File: src/rtl/regfile_mp.sv
// regfile_mp: one-write, two-read register file with write-through bypass
// and a per-register busy scoreboard for operand stall detection.
module regfile_mp #(
    parameter int WIDTH = 16,
    parameter int DEPTH = 8,
    parameter bit ZERO_R0 = 1'b0,
    localparam int AW = $clog2(DEPTH)
) (
    input  logic             clk,
    input  logic             reset_n,
    input  logic             write,
    input  logic [AW-1:0]    writenum,
    input  logic [WIDTH-1:0] data_in,
    input  logic             rsv,
    input  logic [AW-1:0]    rsvnum,
    input  logic [AW-1:0]    readnum_a,
    input  logic [AW-1:0]    readnum_b,
    output logic [WIDTH-1:0] data_out_a,
    output logic [WIDTH-1:0] data_out_b,
    output logic             valid_a,
    output logic             valid_b,
    output logic [DEPTH-1:0] busy,
    output logic [AW:0]      busy_count
);
    logic [WIDTH-1:0] regs [DEPTH];
    logic [DEPTH-1:0] busy_next;
    logic             wr_en, rsv_en, zero_a, zero_b, byp_a, byp_b;

    assign wr_en  = write && !(ZERO_R0 && writenum == '0);
    assign rsv_en = rsv && !(ZERO_R0 && rsvnum == '0);

    // Reserve is applied after the release so a same-index collision ends busy.
    always_comb begin
        busy_next = busy;
        if (wr_en)
            busy_next[writenum] = 1'b0;
        if (rsv_en)
            busy_next[rsvnum] = 1'b1;
    end

    always_ff @(posedge clk or negedge reset_n) begin
        if (!reset_n) begin
            for (int i = 0; i < DEPTH; i++)
                regs[i] <= '0;
            busy <= '0;
        end else begin
            if (wr_en)
                regs[writenum] <= data_in;
            busy <= busy_next;
        end
    end

    assign zero_a = ZERO_R0 && readnum_a == '0;
    assign zero_b = ZERO_R0 && readnum_b == '0;
    assign byp_a  = write && writenum == readnum_a;
    assign byp_b  = write && writenum == readnum_b;

    assign data_out_a = zero_a ? '0 : byp_a ? data_in : regs[readnum_a];
    assign data_out_b = zero_b ? '0 : byp_b ? data_in : regs[readnum_b];
    assign valid_a    = zero_a || byp_a || !busy[readnum_a];
    assign valid_b    = zero_b || byp_b || !busy[readnum_b];

    always_comb begin
        busy_count = '0;
        for (int i = 0; i < DEPTH; i++)
            busy_count = busy_count + (AW+1)'(busy[i]);
    end
endmodule
File: config.mk
export PLATFORM = sky130hd
export DESIGN_NAME = regfile_mp
export DESIGN_NICKNAME = d
export VERILOG_FILES = /design/src/rtl/regfile_mp.sv
export SDC_FILE = /design/constraint.sdc
export NUM_CORES = 1
export LEC_CHECK = 0
export ABC_AREA = 1
export CAP_MARGIN = 30
export CORE_MARGIN = 2
export CORE_UTILIZATION = 30
export DETAILED_ROUTE_END_ITERATION = 10
export PLACE_DENSITY = 0.53
export REMOVE_ABC_BUFFERS = 1
export SLEW_MARGIN = 15
export SYNTH_ARGS = -nofsm -noshare
export SYNTH_HDL_FRONTEND = slang
export SYNTH_SLANG_ARGS = --single-unit
File: constraint.sdc
create_clock -name clk -period 3.4 [get_ports clk]
set_input_delay 1.02 -clock clk [delete_from_list [all_inputs] [get_ports clk]]
set_output_delay 1.02 -clock clk [all_outputs]
set_load 0.03 [all_outputs]
==> out/qor.csv <==
stage;metric;value;unit
global_routing;antenna_found_initial;0;
pwr;swShare;34.8;%
run;maxCapViolations;0;
floorplanning;ioPinCount;78;
drt;drt-pass1-iter-count;5;
timing;setup-violations-final;4;
yosys;synth.top_cells.by_area;dfrtp_1 40%, nand2_1 21%, nand3_1 14%;
critical_path;cp_slowest_stage_delay;0.52;ns
floorplanning;start_util;30.5;%
cts;tritoncts;yes;
critical_path;crit_arrival;2.97;ns
timing;layout_worst_path_cycle_share;117;%
placement;place_inst;1731;
run_status;status;complete, but fails checks;
pwr;p_int;4.13;mW
critical_path;crit_chain;fa_1 > fa_1 > inv_2 > fa_2 > fa_2 > xnor2_2 > buf_6;
global_routing;grt_start_max_net_pins;60;
yosys;ys_ff_latch;136;
timing;hold_ws;0.484;ns
drt;route.vias.total;8632;
pwr;p_sw;2.21;mW
final_layout;final-instance-count-excl-fill;1763;
timing;skew;0;ns
critical_path;crit_buf_inv;2;
floorplanning;die_x;172;um
final_layout;nets;1411;
global_routing;globalRouteTotalUtil;21.3;%
yosys;yosys.cell_types.count;24;
cts;cts_buffer_depth;2;
timing;tns;-1.69;ns
yosys;synth_top_area_share;40.3;%
critical_path;criticalPathCategory;reg2out;
pwr;worst_ir_drop_vdd;0.941;mV
critical_path;cpLargestDelayFamily;adder cells;
pwr;p_comb_share;34.5;%
critical_path;cp_data_required_time;2.38;ns
final_layout;diodes;0;
cts;cts.htree.levels;4;
min_path;hold_path.class;reg2reg;
yosys;synth-main-ff-cell;dfrtp_1;
placement;dp_hpwl;19500;um
cts;root_buffer;clkbuf_16;
yosys;ys_warn_count;0;
yosys;synth-edff-count;0;
critical_path;worst-path-max-fanout;2;
drt;drt-total-wl;30200;um
floorplanning;dieArea;0.0295;mm^2
drt;dr.first_iter.drc_count;761;
run_status;violations;setup timing;
pwr;clkPwrFrac;33.1;%
yosys;async_flop_share;100;%
yosys;syn_inst;1290;
yosys;yosysSeqAreaShare;40.3;%
floorplanning;core_area;0.0277;mm^2
cts;clock_latency;0.43;ns
placement;dp_slack;-0.284;ns
critical_path;cp_slowest_cell;fa_1;
timing;rsz0062_at_grt;true;
placement;io_buffers;77;
yosys;syn_area;0.00844;mm^2
critical_path;rrSetupSlack;2.51;ns
pwr;seqPwrFrac;32.4;%
floorplanning;die_h;172;um
timing;final_hold_viol_count;0;
drt;drc;0;
final_layout;area_growth;27.7;%
timing;relSlewSlack;62.7;%
yosys;avgSynthCellArea;6.54;um^2
global_routing;grt_pass1_vias;8294;
cts;clock-sinks;136;
cts;clk_pin_slew;0.06;ns
critical_path;endpoint_kind;output pin;
timing;post-route-worst-setup-slack;-0.593;ns
global_routing;grt_pass1_wl;47500;um
cts;cts_buffers;17;
placement;gp_congestion;0.810;
pwr;p_per_area;588;mW/mm^2
pwr;leakagePower;5.42;nW
yosys;yosysTopAreaCell;dfrtp_1;
timing;max_freq;250;MHz
floorplanning;rows;61;
drt;wl_per_cell;17.1;um
timing;tightest_slew;0.560;ns
timing;fin_crit;3.99;ns
critical_path;worstSetupStartpointType;flop;
final_layout;layout-drive-gt1-share;13.8;%
drt;ant_nets;0;
global_routing;gr-total-overflow;0;
timing;report.final.slew_viol_count;0;
drt;routed_via_density;4.90;
[layer usage]
metal | vias to the layer above | wire length (um) | share of wire (%) | global-route usage (%)
li1 | 4193 | - | - | -
met1 | 4061 | 13900 | 46 | 29.3
met2 | 323 | 13700 | 45 | 34.4
met3 | 55 | 1840 | 6.1 | 3.43
met4 | 0 | 773 | 2.6 | 6.65
met5 | - | 0 | 0 | 0
[stage by stage]
stage | utilization [%] | power [mW] | instance area [um^2]
floorplan | - | 3.27 | 7990
global placement | 36.3 | 4.12 | 10000
detailed placement | 36.3 | 4.15 | 10000
CTS | 38.7 | 6.33 | 10700
global route | 38.9 | 6.73 | 10800
finish | 38.9 | 6.34 | 10800
[logic make-up after synthesis]
kind of cell	Yosys count	share of synthesized area, %
and+or+nand+nor	736	36.4
buffers and inverters	259	12.8
AOI/OAI and AO/OA	151	9.04
DFF	136	40.3
adders and majority gates	7	1.39
xor gates and xnor gates	1	0.104
[layout make-up]
| class | instances | area (um^2) |
|---|---|---|
| Clock inverter | 12 | 198 |
| Timing Repair Buffer | 157 | 1600 |
| Clock buffer | 20 | 457 |
| Tap cell | 378 | 473 |
| Sequential cell | 136 | 3400 |
| Inverter | 165 | 629 |
| Fill cell | 2894 | 16900 |
| Multi-Input combinational cell | 895 | 4020 |
[power by group through the flow]
| stage | Combinational, mW | Clock, mW | Sequential [mW] |
|---|---|---|---|
| final | 2.19 | 2.10 | 2.05 |
| after floorplan | 1.17 | 0 | 2.10 |
| after global routing | 2.44 | 2.20 | 2.08 |
| after CTS | 2.15 | 2.12 | 2.05 |
| after detailed placement | 2.07 | 0 | 2.08 |
| after global placement | 2.05 | 0 | 2.07 |
[cells in the final DEF, fill, tap and decap left out]
cell type / synthesis / final
nand2_4: 1 / 2
clkbuf_2: 2 / 5
fa_2: 0 / 2
inv_4: 4 / 4
o22ai_1: 2 / 2
nand3_1: 234 / 233
buf_12: 0 / 24
nor2_1: 19 / 11
clkbuf_8: 0 / 2
ha_1: 3 / 3
nand3_2: 0 / 1
clkdlybuf4s15_1: 0 / 2
buf_2: 41 / 1
o21ai_1: 1 / 1
dfrtp_1: 136 / 136
fa_1: 4 / 2
buf_8: 0 / 1
clkbuf_16: 0 / 17
buf_4: 7 / 82
inv_2: 4 / 7
o211ai_1: 2 / 2
nand2_1: 479 / 472
o21ai_0: 144 / 144
dlygate4sd2_1: 0 / 1
a21oi_1: 2 / 2
nand2_2: 1 / 7
bufinv_16: 0 / 5
clkinvlp_4: 0 / 2
xnor2_2: 0 / 1
clkinv_4: 0 / 2
clkdlybuf4s50_1: 0 / 28
clkinv_2: 0 / 3
nor2_2: 2 / 10
clkbuf_1: 39 / 1
buf_6: 2 / 13
inv_1: 157 / 154
[registers in the layout, summed over array words and instances, names as in the netlist]
register / flops
regs: 128
busy: 8
[worst paths after layout]
kind / startpoint / endpoint / cells past startpoint
worst max-delay path: busy[2] / busy_count[2] / 7
worst min-delay path: regs[118] / regs[118] / 2
worst max register to register: busy[2] / busy[2] / 3
worst min register to register: regs[118] / regs[118] / 2
max in group asynchronous: reset_n / regs[86] / 2
min in group asynchronous: reset_n / regs[18] / 1
[worst min-delay path: stages, from the launching register on]
cell and delay [ns]:
dfrtp_1 0.34, nand2_1 0.05, o21ai_0 0.06
[Yosys cell counts, types with 3 or more instances]
library cell	number
buf_2	41
nor2_1	19
inv_4	4
inv_1	157
o21ai_0	144
nand2_1	479
ha_1	3
inv_2	4
nand3_1	234
buf_4	7
dfrtp_1	136
clkbuf_1	39
buf_1	3
fa_1	4
[timing repair]
action	CTS	global route
gates resized for setup	25	27
buffers inserted	0	0
pin swaps	6	7
hold buffers	0	0
setup endpoints to repair	38	38
(Power assumes the default switching activity.)
